--- config.mk ---
export PLATFORM = sky130hd
export DESIGN_NAME = serial_transmitter
export DESIGN_NICKNAME = d
export VERILOG_FILES = /design/src/rtl/serial_tx_pkg.sv /design/src/rtl/edge_detector.sv /design/src/rtl/serial_transmitter.sv
export SDC_FILE = /design/constraint.sdc
export NUM_CORES = 1
export LEC_CHECK = 0
export BUFFER_PORTS_ARGS = -buffer_cell sky130_fd_sc_hd__buf_2
export CORE_UTILIZATION = 40
export DETAILED_ROUTE_END_ITERATION = 8
export PLACE_DENSITY = 0.69
export RECOVER_POWER = 100
export SLEW_MARGIN = 20
export SYNTH_ARGS = -nofsm -noshare
export SYNTH_HDL_FRONTEND = slang
export SYNTH_SLANG_ARGS = --single-unit
--- constraint.sdc ---
create_clock -name clk -period 5.85 [get_ports clk]
set_input_delay 0.8775 -clock clk [delete_from_list [all_inputs] [get_ports clk]]
set_output_delay 0.8775 -clock clk [all_outputs]
set_load 0.005 [all_outputs]
--- src/rtl/serial_tx_pkg.sv ---
`default_nettype none
// ============================================================================
// serial_tx_pkg : shared state encoding and default word width for the TX block
// Rev 1.0
// ============================================================================
package serial_tx_pkg;

   localparam int C_DEFAULT_DATA_WIDTH = 32;

   typedef enum logic [1:0] {
      IDLE     = 2'd0,
      TRANSFER = 2'd1,
      DONE     = 2'd2
   } tx_state_e;

endpackage
`default_nettype wire

--- src/rtl/edge_detector.sv ---
`default_nettype none
// ============================================================================
// edge_detector : one-clk pulse on a 0-to-1 transition of a clk-synchronous input
// Rev 1.0
// ============================================================================
module edge_detector (
   input  logic clk,
   input  logic reset,
   input  logic sig,
   output logic rise
);

   logic sig_q;
   logic sig_d;

   always_comb begin
      sig_d = sig;
   end

   always_ff @(posedge clk) begin
      if (!reset) begin
         sig_q <= 1'b0;
      end else begin
         sig_q <= sig_d;
      end
   end

   assign rise = sig & ~sig_q;

endmodule
`default_nettype wire

--- src/rtl/serial_transmitter.sv ---
`default_nettype none
// ============================================================================
// serial_transmitter : MSB-first parallel-to-serial shifter paced by clkTx ticks
// Rev 1.0
// ============================================================================
module serial_transmitter
   import serial_tx_pkg::*;
#(
   parameter int DATA_WIDTH = C_DEFAULT_DATA_WIDTH
) (
   input  logic                  clk,
   input  logic                  reset,
   input  logic                  clkTx,
   input  logic [DATA_WIDTH-1:0] din,
   input  logic                  dinValid,
   output logic                  clkEnable,
   output logic                  dout,
   output logic                  busy,
   output logic                  txDone
);

   localparam int CNT_W = $clog2(DATA_WIDTH + 1);

   tx_state_e             state_q, state_d;
   logic [DATA_WIDTH-1:0] shift_q, shift_d;
   logic [CNT_W-1:0]      count_q, count_d;
   logic                  dout_q, dout_d;
   logic                  tick;

   edge_detector u_edge_detector (
      .clk   (clk),
      .reset (reset),
      .sig   (clkTx),
      .rise  (tick)
   );

   always_ff @(posedge clk) begin
      if (!reset) begin
         state_q <= IDLE;
         shift_q <= '0;
         count_q <= '0;
         dout_q  <= 1'b0;
      end else begin
         state_q <= state_d;
         shift_q <= shift_d;
         count_q <= count_d;
         dout_q  <= dout_d;
      end
   end

   always_comb begin
      state_d = state_q;
      shift_d = shift_q;
      count_d = count_q;
      dout_d  = dout_q;
      case (state_q)
         IDLE: begin
            dout_d = 1'b0;
            // A coincident tick is deliberately ignored here: load only.
            if (dinValid) begin
               shift_d = din;
               count_d = CNT_W'(DATA_WIDTH);
               state_d = TRANSFER;
            end
         end
         TRANSFER: begin
            if (tick) begin
               if (count_q != '0) begin
                  dout_d  = shift_q[DATA_WIDTH-1];
                  shift_d = shift_q << 1;
                  count_d = count_q - 1'b1;
               end else begin
                  // The tick after the last bit closes its full clkTx period.
                  dout_d  = 1'b0;
                  state_d = DONE;
               end
            end
         end
         DONE: begin
            dout_d  = 1'b0;
            state_d = IDLE;
         end
         default: begin
            dout_d  = 1'b0;
            state_d = IDLE;
         end
      endcase
   end

   assign dout      = dout_q;
   assign busy      = (state_q != IDLE);
   assign clkEnable = (state_q == TRANSFER);
   assign txDone    = (state_q == DONE);

endmodule
`default_nettype wire

; ---- Word level (Yosys, flattened, before mapping)
; Cells that the tools add are included.
[op_classes]
mux = 13
n_addsub = 1
n_bitwise = 2
n_eq_ne = 6
reduce_logical = 7
[op_table]
columns = operator, count
row1 = 32-bit two-way mux, 3
row2 = 32-bit one-hot mux with 2 select lines, 1
row3 = 6-bit two-way mux, 3
row4 = 6-bit one-hot mux with 2 select lines, 1
row5 = 2-bit two-way mux, 3
row6 = 6-bit nonzero test, 1
row7 = 6-bit by 1-bit subtractor with 6-bit output (second input constant), 1
row8 = 2-bit by 1-bit != test with 1-bit output (second input constant), 2
row9 = 2-bit != test (second input constant), 2
row10 = 2-bit one-hot mux with 2 select lines, 1
row11 = 4-bit AND reduction, 1
row12 = 2-bit nonzero test, 2
row13 = 3-bit AND reduction, 1
row14 = 2-bit by 1-bit equality test with 1-bit output (second input constant), 1
row15 = 2-bit equality test (second input constant), 1
row16 = 2-bit logical NOT, 1
row17 = 2-bit AND reduction, 1
row18 = 1-bit AND, 1
row19 = 1-bit two-way mux, 1
row20 = 1-bit NOT, 1
[word_totals]
out_inout_bits = 4
elab_cells = 34
input_bits = 36
regBits = 42

; ---- Logic depth before layout (Yosys ltp)
; Gate-level depths: netlist of the first run.
[depth]
word_depth = 4
ltp_mapped = 8
mapped_depth_nobuf = 6

; ---- Modules after synthesis
; Synthesis of the first run repeated with hierarchy kept, for this count alone.
[unflattened]
cells_unflattened = 209
area_unflattened_um2 = 2009.4
[modules_own_cells]
columns = mod, n_inst, seq_area_each_um2, area_each_um2, cells_each
row1 = serial_transmitter, 1, 820.8, 1969.4, 206
row2 = edge_detector, 1, 20.0, 40.0, 3

; ---- Least setup slack after synthesis of the first run
; OpenSTA, ideal clock, no wires.
[synth_path]
kind = input -> register
startpoint = input clkTx
endpoint = register count_q[1]
setup_time_ns = 0.074
n_path_buf = 1
path_stages = 5
arrival_time_ns = 2.000
required_ns = 5.776
path_slack_ns = 3.775
cell_sequence = nor4bb_1 -> clkbuf_1 -> a21oi_1 -> or4_1 -> a21oi_1
[synth_between]
elab_chain_len = 3
[synth_lines]
columns = item, line_no
row1 = "start, declared", serial_transmitter.sv:13  ; input logic clkTx,
row2 = 1-bit AND, edge_detector.sv:28  ; assign rise = sig & ~sig_q;
row3 = 2-bit by 1-bit != test with 1-bit output (no line), n/a
row4 = 4-bit AND reduction (no line), n/a
row5 = "end signal, assigned", serial_transmitter.sv:46  ; count_q <= count_d;
row6 = "end, declared", serial_transmitter.sv:26  ; logic [CNT_W-1:0] count_q, count_d;
; Every way passes these cells.
; A chain may end at the register's enable or synchronous reset.

; ---- Final worst setup path of the first run
[layout_path]
startpoint = register count_q[0]
endpoint = register shift_q[20]
[layout_between]
elab_chain_len = 3
[layout_lines]
columns = item, line_no
row1 = 6-bit nonzero test, serial_transmitter.sv:68  ; if (count_q != '0) begin
row2 = 2-bit by 1-bit != test with 1-bit output (no line), n/a
row3 = 4-bit AND reduction (no line), n/a
row4 = "end signal, assigned", serial_transmitter.sv:45  ; shift_q <= shift_d;
row5 = "end, declared", serial_transmitter.sv:25  ; logic [DATA_WIDTH-1:0] shift_q, shift_d;
; Every way passes these cells.

==> summary.md, run 1 <==
| Metric | Value |
|---|---|
| Post-synth top flop | `dfxtp_1` |
| Die width | `slightly above 70 µm` |
| Worst slew pin tran | `about 2500 ps` |
| Post-synthesis async set-or-reset flop share | `0%` |
| Critical Path Source Type | `flip-flop` |
| LEAKAGE | `roughly 1 nW` |
| Max-slew violations | `72` |
| CORE AREA | `4440 µm²` |
| Reg2reg setup slack | `roughly 2100 ps` |
| Crit-path max FO | `31` |
| Crit-path cells | `inv_1 > ha_1 > or4b_1 > or3b_1 > a21oi_1 > o2bb2ai_1` |
| Area taken by multi-input logic gates | `915 µm²` |
| Share of layout cells above drive strength 1 | `24.6%` |
| I/O Pins | `40` |
| H-tree level count | `2` |
| Initial Util | `between 40% and 50%` |
| Area Overhead vs Synth | `13.4%` |
| Sink Count | `42` |
| Period utilization | `64.3%` |
| Synthesized flop and latch total | `42` |
| Post-synth EDFFs | `0` |
| Worst vdd ir | `0.000179 V` |
| Synth Net Count | `approximately 210` |
| Crit path capture type | `flip-flop` |
| Reg2reg path depth | `6` |
| CTS tree | `done` |
| Sequential share of the synthesized area | `44.3%` |
| Reg area | `841 µm²` |
| Post-CTS Hold Fix Bufs | `0` |
| Num CTS Buffers | `5` |
| Post-Syn Area | `between 1500 and 2000 µm²` |
| GRT Total Usage | `15.4%` |
| CP Data Arrival Time | `between 3000 and 4000 ps` |
| Reg-to-reg endpoint | `shift_q[20]$_SDFFE_PN0P_` |
| Slowest CP cell | `a21oi_1` |
| Layout Skew | `3.55 ps` |
| Worst hold path endpoint | `shift_q[21]$_SDFFE_PN0P_` |
| Maximum clock frequency | `266 MHz` |
| Maximum root-to-sink buffer count | `2` |
| Syn. warnings | `0` |
| Min-delay worst type | `flip-flop to flip-flop` |
| # DRC | `0` |
| GRT overflow | `0` |
| Outcome | `finished, violations left` |
| Detailed-route via count | `1433` |
| Power, Total | `between 0.7 and 0.8 mW` |
| # port buffers | `39` |
| Crit Reg-Reg Startpoint | `count_q[0]$_SDFFE_PN0P_` |
| Post-DP HPWL | `2360 µm` |
| Largest net degree at the start of global routing | `40` |
| Slowest stage delay, CP | `1860 ps` |
| Relative slew slack | `-64.1%` |
| Clk pin slew, worst setup/hold paths | `80 ps` |
| Vias in the first global route | `1369` |
| Post-synth cell types | `36` |
| Placer Congestion | `0.832` |
| Commonest non-fill, non-tap cell in the layout | `dfxtp_1` |
| RSZ-0062 raised after global routing | `false` |
| Final hold viol count | `0` |
| Number of detailed-routing iterations run before antenna repair | `7` |
| Final min period | `3760 ps` |
| Initial antenna violation count | `0` |
| First-pass GRT wire length | `slightly above 6000 µm` |
| Clock Latency Late Sink | `approximately 290 ps` |
| Initial drt markers | `86` |
| Required @ worst endpoint | `between 6000 and 7000 ps` |
| DR WL/cell | `13.9 µm` |
| Syn avg cell area | `11.1 µm²` |
| Post-CTS resize count | `0` |
| ANT cells | `0` |
| Most frequent cells in the layout | `dfxtp_1, buf_2, mux2i_1, o2bb2ai_1` |
| Routed Wire Length | `3600 µm` |
| Vias per cell | `5.53` |
| Clock root buffer | `clkbuf_8` |
| Hold Path Origin | `shift_q[21]$_SDFFE_PN0P_` |
| Die area | `around 5000 µm²` |
| Postcts setup bufs | `0` |
| Final TNS setup | `0 ps` |
| Layout fillers | `426` |
| Final antenna-violating net count | `0` |
| Setup CP Type | `flip-flop to flip-flop` |
| Die Ht | `70.9 µm` |
| Total Nets Final | `approximately 240` |
| Total power per unit cell area | `333 nW/µm²` |
| Max Cap Viol | `2` |
| Cell Rows | `24` |
| Hold depth | `1` |
| Violated checks | `capacitance limit, slew limit` |
| Setup violations, final | `0` |
| Cells after Synth | `between 150 and 200` |
## synth_stat cells, types with 3 or more instances
cell type | n | area share (%)
nor2_1 | 4 | 0.79
buf_6 | 5 | 3.0
mux2i_1 | 32 | 17
inv_1 | 5 | 0.99
o2bb2ai_1 | 28 | 13
o2bb2ai_2 | 3 | 2.4
a31oi_1 | 3 | 0.99
dfxtp_1 | 42 | 44
nor3_1 | 8 | 2.1
o21ai_0 | 5 | 1.3
a21oi_1 | 6 | 1.6
## cells by family after synthesis
family	count (synthesis)	share of synthesized area, %
AO/OA/AOI/OAI	52	22.8
flip-flops	42	44.3
multiplexers	32	16.9
AND/OR/NAND/NOR	25	7.98
buffers and inverters	18	6.72
adder cells (fa/ha/maj)	2	1.32
## worst max path at each step
| stage | to | startpoint |
|---|---|---|
| 2_1_floorplan | count_q[1]$_SDFFE_PN0P_ | clkTx |
| 3_3_place_gp | count_q[1]$_SDFFE_PN0P_ | clkTx |
| 3_5_place_dp | count_q[1]$_SDFFE_PN0P_ | clkTx |
| 4_1_cts | clkEnable | state_q[1]$_SDFFE_PN0P_ |
| 5_1_grt | shift_q[26]$_SDFFE_PN0P_ | count_q[0]$_SDFFE_PN0P_ |
| 6_report | shift_q[20]$_SDFFE_PN0P_ | count_q[0]$_SDFFE_PN0P_ |
## report_power, final
| part | internal, mW | leakage [nW] | switching [mW] | total (mW) |
|---|---|---|---|---|
| logic | 0.0748 | 0.589 | 0.0827 | 0.157 |
| clock network | 0.119 | 0.0575 | 0.0959 | 0.215 |
| registers | 0.322 | 0.344 | 0.0224 | 0.344 |
## routing by layer
metal	GRT usage, %	part of all wire, %
met5	0	0
met4	7.56	1.6
met3	3.42	3.6
met2	24.3	45
met1	20.1	50
## per-stage QoR
| stage | cell area (µm²) | setup WS [ps] | std cells | hold slack [ps] | utilization, % |
|---|---|---|---|---|---|
| detailed placement | 2060 | 3040 | 251 | 446 | 46.4 |
| finish | 2150 | 2090 | 259 | 463 | 48.5 |
| floorplan | 1900 | 3780 | 171 | 432 | - |
| CTS | 2170 | 3080 | 259 | 470 | 48.9 |
| global placement | 2060 | 3170 | 251 | 443 | 46.4 |
| global route | 2150 | 1830 | 259 | 480 | 48.5 |
## critical path: cells and delay by family (launching register included)
family	cells	cell delay (ps)
adder cells (fa/ha/maj)	1	150
flip-flops	1	340
AND/OR/NAND/NOR	2	1010
AO/OA/AOI/OAI	2	2070
buffers and inverters	1	110
## flip-flops by register name, indices dropped and copies added (netlist names)
| register | count |
|---|---|
| state_q | 2 |
| count_q | 6 |
| dout | 1 |
| shift_q | 32 |
| u_edge_detector.sig_q | 1 |
## cell type report
class	count	area share, %
sequential	42	39.0
tap	52	3.02
inverter	6	1.05
clock buffer	8	5.11
multi-input combinational	111	42.5
timing repair buffer	40	9.30
No activity file was read; power rests on OpenSTA's default activity.
==> inputs of run 2 (changes only) <==
clock period = 3.7 ns   (was 5.85 ns; I/O delays follow)
==> summary.md, run 2 (synthesis results as in run 1) <==
| Metric | Value |
|---|---|
| RSZ-0062 raised after global routing | `false` |
| Met2 wire length | `1620 µm` |
| Placer Congestion | `0.857` |
| Commonest non-fill, non-tap cell in the layout | `dfxtp_1` |
| Share of layout cells above drive strength 1 | `between 20% and 30%` |
| Worst slew pin tran | `1240 ps` |
| Crit path capture type | `flip-flop` |
| Cell Rows | `24` |
| Initial drt markers | `around 120` |
| Clock Latency Late Sink | `290 ps` |
| Crit-path max FO | `20` |
| P_sw | `a little over 0.3 mW` |
| CORE AREA | `4440 µm²` |
| Post-CTS resize count | `0` |
| Top reg by flops | `shift_q` |
| Die area | `5020 µm²` |
| Die width | `70.9 µm` |
| Routed Wire Length | `about 3600 µm` |
| Setup violations, final | `0` |
| Min-delay worst type | `flip-flop to flip-flop` |
| Worst vdd ir | `about 0.00022 V` |
| Reg2reg path depth | `5` |
| LEAKAGE | `0.982 nW` |
| Max Cap Viol | `0` |
| Maximum clock frequency | `360 MHz` |
| Final antenna-violating net count | `0` |
| Maximum root-to-sink buffer count | `2` |
| Met3 WL post-DR | `160 µm` |
| Post-DP HPWL | `2360 µm` |
| Num CTS Buffers | `5` |
| Area Overhead vs Synth | `12.9%` |
| Final WS setup | `slightly above 900 ps` |
| Top sig layer | `met4` |
| Post-CTS Hold Fix Bufs | `0` |
| Total power per unit cell area | `496 nW/µm²` |
| Clock root buffer | `clkbuf_8` |
| CTS tree | `done` |
| Setup CP Type | `flip-flop to flip-flop` |
| Outcome | `finished, final reports clean` |
| Switching Share | `29.2%` |
| I/O Pins | `40` |
| Period utilization | `75.2%` |
| Detailed-route via count | `1415` |
| Die Ht | `70.9 µm` |
| GRT Total Usage | `15.8%` |
| Total Nets Final | `246` |
| Largest net degree at the start of global routing | `32` |
| Number of detailed-routing iterations run before antenna repair | `6` |
| Relative slew slack | `17.5%` |
| DR WL/cell | `13.7 µm` |
| Hold depth | `1` |
| Layout Skew | `approximately 5.1 ps` |
| Initial antenna violation count | `0` |
| Clock share of power | `25.5%` |
| Initial Util | `42.7%` |
| Postcts setup bufs | `0` |
| Sink Count | `42` |
| Clk pin slew, worst setup/hold paths | `70 ps` |
| ANT cells | `0` |
| Fin util | `48.2%` |
| Part of the power in combinational logic | `23.2%` |
| Final TNS setup | `0 ps` |
| Largest registers | `shift_q x32, count_q x6, state_q x2` |
| Final hold viol count | `0` |
| Vias per cell | `~5.4` |
| # port buffers | `39` |
| Vias in the first global route | `~1300` |
| GRT overflow | `0` |
| Final min period | `2780 ps` |
| Pint | `0.753 mW` |
| M1 WL | `around 1700 µm` |
| Most frequent cells in the layout | `dfxtp_1, buf_2, mux2i_1, o2bb2ai_1, nor3_1` |
| Critical Path Source Type | `flip-flop` |
| CP Data Arrival Time | `2950 ps` |
| H-tree level count | `2` |
| Max FFs per register | `32` |
| Dpl ws | `around 1100 ps` |
| # DRC | `0` |
| First-pass GRT wire length | `about 6100 µm` |
| Required @ worst endpoint | `3870 ps` |
| Max-slew violations | `0` |
| Seq pwr share | `51.2%` |
==> run 2: cell count changes in the layout (fill, tap and decap cells not counted), sizes merged <==
cell    previous run  this run
buf               37        39
clkbuf            11        10
==> run 2: layer usage <==
layer | vias up | track usage (%)
li1 | 723 | -
met1 | 647 | 19.8
met2 | 38 | 24.7
met3 | 7 | 5.84
met4 | 0 | 6.67
met5 | - | 0
==> run 2: power groups by stage <==
stage	sequential [mW]	combinational, mW	clock [mW]
6_report	0.545	0.247	0.272
5_1_grt	0.553	0.275	0.310
4_1_cts	0.545	0.251	0.283
3_5_place_dp	0.553	0.251	0
3_3_place_gp	0.555	0.248	0
2_1_floorplan	0.545	0.216	0
==> run 2: final cells by class <==
class / count / area, µm²
inverter: 6 / 22.5
multi-input combinational: 111 / 926
timing repair buffer: 42 / 213
fill: 438 / 2300
tap: 52 / 65.1
clock buffer: 7 / 76.3
sequential: 42 / 841
==> run 2: worst max-delay path, cell delays in order (launching register included) <==
cell and delay (ps):
dfxtp_1 360, nand2b_1 860, clkbuf_1 980, o21ai_0 210, nor3_1 190, nor3_1 60
==> run 2: worst paths after layout <==
path	startpoint	end	slack (ps)
max	state_q[1]$_SDFFE_PN0P_	count_q[2]$_SDFFE_PN0P_	920
min	shift_q[19]$_SDFFE_PN0P_	shift_q[19]$_SDFFE_PN0P_	460
max reg2reg	state_q[1]$_SDFFE_PN0P_	count_q[2]$_SDFFE_PN0P_	920
min reg2reg	shift_q[19]$_SDFFE_PN0P_	shift_q[19]$_SDFFE_PN0P_	460
==> run 2: per-stage QoR <==
step | cell area [µm²] | cells | power (mW) | hold WS [ps]
after floorplan | 1900 | 171 | 0.760 | 432
after global placement | 2080 | 253 | 0.803 | 444
after detailed placement | 2080 | 253 | 0.804 | 446
after CTS | 2150 | 260 | 1.08 | 468
after global routing | 2140 | 260 | 1.14 | 478
final | 2140 | 260 | 1.06 | 463
==> inputs of run 3 (changes only) <==
ABC_AREA = 1   (was unset)
PLACE_DENSITY = 0.68   (was 0.69)
clock period = 2.69 ns   (was 3.7 ns; I/O delays follow)
==> summary.md, run 3 <==
| Metric | Value |
|---|---|
| Maximum root-to-sink buffer count | `2` |
| Final instance area | `2450 µm²` |
| Period utilization | `75.7%` |
| Top reg by flops | `shift_q` |
| DR WL/cell | `10.3 µm` |
| CTS tree | `done` |
| Total Nets Final | `a little under 400` |
| Die width | `around 75 µm` |
| Outcome | `finished, final reports clean` |
| Post-synth top area cell | `dfxtp_1` |
| Detailed-route via count | `1985` |
| RSZ-0062 raised after global routing | `false` |
| GRT Total Usage | `17.5%` |
| # DRC | `0` |
| Clock root buffer | `clkbuf_8` |
| Most common cell in the netlist | `nand2_1` |
| Initial Util | `41.6%` |
| Placer Congestion | `0.780` |
| H-tree level count | `2` |
| Total power per unit cell area | `827 nW/µm²` |
| Final min period | `2040 ps` |
| # port buffers | `39` |
| Critical path launch point | `state_q[0]$_SDFFE_PN0P_` |
| Critical Path Source Type | `flip-flop` |
| Worst vdd ir | `0.000527 V` |
| Post-DP HPWL | `2870 µm` |
| Cell Rows | `26` |
| Initial antenna violation count | `0` |
| LEAKAGE | `between 1 and 1.5 nW` |
| Setup violations, final | `0` |
| Synthesized flop and latch total | `42` |
| Post-CTS resize count | `0` |
| Routed Wire Length | `4380 µm` |
| Clock Latency Late Sink | `300 ps` |
| Most frequent cells in the layout | `nand2_1, inv_1, nand3_1, dfxtp_1, buf_2` |
| Most area-consuming cells after synthesis | `dfxtp_1, nand2_1, nand3_1` |
| Share of layout cells above drive strength 1 | `about 15%` |
| Sink Count | `42` |
| Vias in the first global route | `1800` |
| Max Cap Viol | `0` |
| Commonest non-fill, non-tap cell in the layout | `nand2_1` |
| Final antenna-violating net count | `0` |
| Sequential share of the synthesized area | `39.6%` |
| Max-slew violations | `0` |
| Max FFs per register | `32` |
| Reg area | `841 µm²` |
| Reg-to-reg endpoint | `count_q[3]$_SDFFE_PN0P_` |
| Worst slew pin tran | `between 1000 and 1500 ps` |
| Crit Reg-Reg Startpoint | `count_q[0]$_SDFFE_PN0P_` |
| ANT cells | `0` |
| Post-synth cell types | `23` |
| Post-Syn Area | `2120 µm²` |
| Dpl cell area | `2340 µm²` |
| Layout fillers | `548` |
| CP Data Arrival Time | `1630 ps` |
| Largest net degree at the start of global routing | `37` |
| Synth Net Count | `360` |
| Setup CP Type | `flip-flop to output pin` |
| Area Overhead vs Synth | `15.5%` |
| Syn avg cell area | `about 6.6 µm²` |
| Reg2reg path depth | `8` |
| Top-area cell type share of the netlist area | `approximately two fifths` |
| Synth top cells by count | `nand2_1, inv_1, dfxtp_1, nand3_1, o21ai_1` |
| Relative slew slack | `28.9%` |
| Post-CTS Hold Fix Bufs | `0` |
| GRT overflow | `0` |
| Final hold viol count | `0` |
| Syn. warnings | `0` |
| First-pass GRT wire length | `about 7600 µm` |
| Crit-path max FO | `33` |
| Reg2reg setup slack | `660 ps` |
| Clk pin slew, worst setup/hold paths | `~80 ps` |
| Post-synth EDFFs | `0` |
| Vias per cell | `around 4.7` |
| Post-synthesis async set-or-reset flop share | `0%` |
| Postcts setup bufs | `0` |
| Num CTS Buffers | `5` |
| Number of detailed-routing iterations run before antenna repair | `4` |
| Required @ worst endpoint | `2290 ps` |
| Min-delay worst type | `input pin to flip-flop` |
| Die Ht | `74.9 µm` |
| Maximum clock frequency | `~490 MHz` |
| Final TNS setup | `0 ps` |
| Layout Skew | `around 8 ps` |
| I/O Pins | `40` |
| Post-synth top flop | `dfxtp_1` |
| Area taken by multi-input logic gates | `around 1000 µm²` |
| Die area | `5600 µm²` |
| Largest registers | `shift_q x32, count_q x6, state_q x2` |
| Cells after Synth | `roughly 320` |
| CORE AREA | `5110 µm²` |
| Initial drt markers | `90` |
| End of the critical path | `clkEnable` |
| Crit path capture type | `output pin` |
-- run 3: changes by cell type after synthesis, moves of 4 or more --
cell | previous run | this run
buf_2 | 0 | 8
buf_6 | 5 | 1
inv_1 | 5 | 44
mux2i_1 | 32 | 0
nand2_1 | 0 | 112
nand3_1 | 2 | 42
nor2_1 | 4 | 12
nor3_1 | 8 | 1
o21ai_1 | 0 | 24
o21ai_2 | 0 | 6
o2bb2ai_1 | 28 | 0
-- run 3: through the flow --
| step | hold WS [ps] | instances | power [mW] | utilization (%) | worst slack [ps] |
|---|---|---|---|---|---|
| after global routing | 315 | 426 | 2.17 | 48.0 | 438 |
| after CTS | 291 | 426 | 2.09 | 48.7 | 873 |
| after global placement | 464 | 418 | 1.46 | 45.9 | 878 |
| after detailed placement | 466 | 418 | 1.47 | 45.9 | 884 |
| final | 291 | 426 | 2.03 | 48.0 | 655 |
| after floorplan | 442 | 322 | 1.33 | - | 1290 |
-- run 3: area by class of cell --
class / count / share of cell area (%)
Multi-Input combinational cell: 219 / 40.8
Clock buffer: 6 / 3.37
Timing Repair Buffer: 42 / 8.67
Tap cell: 70 / 3.57
Inverter: 45 / 6.89
Sequential cell: 42 / 34.3
Clock inverter: 2 / 2.45
-- run 3: cells by family after synthesis --
family | share of synthesized area (%)
compound gates | 11.1
fa+ha+maj | 1.18
buf+inv | 12.0
flops | 39.6
simple gates | 36.2
-- run 3: worst max-delay path, stage by stage (launching register included) --
cell and delay [ps]:
dfxtp_1 410, inv_2 60, nor2_4 80, clkbuf_2 530, buf_2 230
-- run 3: power breakdown --
part,internal (mW),switching [mW]
sequential,0.738,0.0760
combinational,0.206,0.388
clock,0.396,0.225
total,1.34,0.689
-- run 3: worst min-delay path by stage --
stage                                  start  cells past startpoint                               end  slack, ps
floorplan           shift_q[29]$_SDFFE_PN0P_                      2          shift_q[29]$_SDFFE_PN0P_        440
global placement    shift_q[29]$_SDFFE_PN0P_                      2          shift_q[29]$_SDFFE_PN0P_        460
detailed placement  shift_q[29]$_SDFFE_PN0P_                      2          shift_q[29]$_SDFFE_PN0P_        470
CTS                                    clkTx                      3  u_edge_detector.sig_q$_SDFF_PN0_        290
global route                           clkTx                      3  u_edge_detector.sig_q$_SDFF_PN0_        310
finish                                 clkTx                      3  u_edge_detector.sig_q$_SDFF_PN0_        290
-- run 3: per-layer routing --
layer,track usage (%),wire (µm)
met3,4.42,215
met4,6.08,63
met1,20.6,2110
met5,0,0
met2,31.0,1990
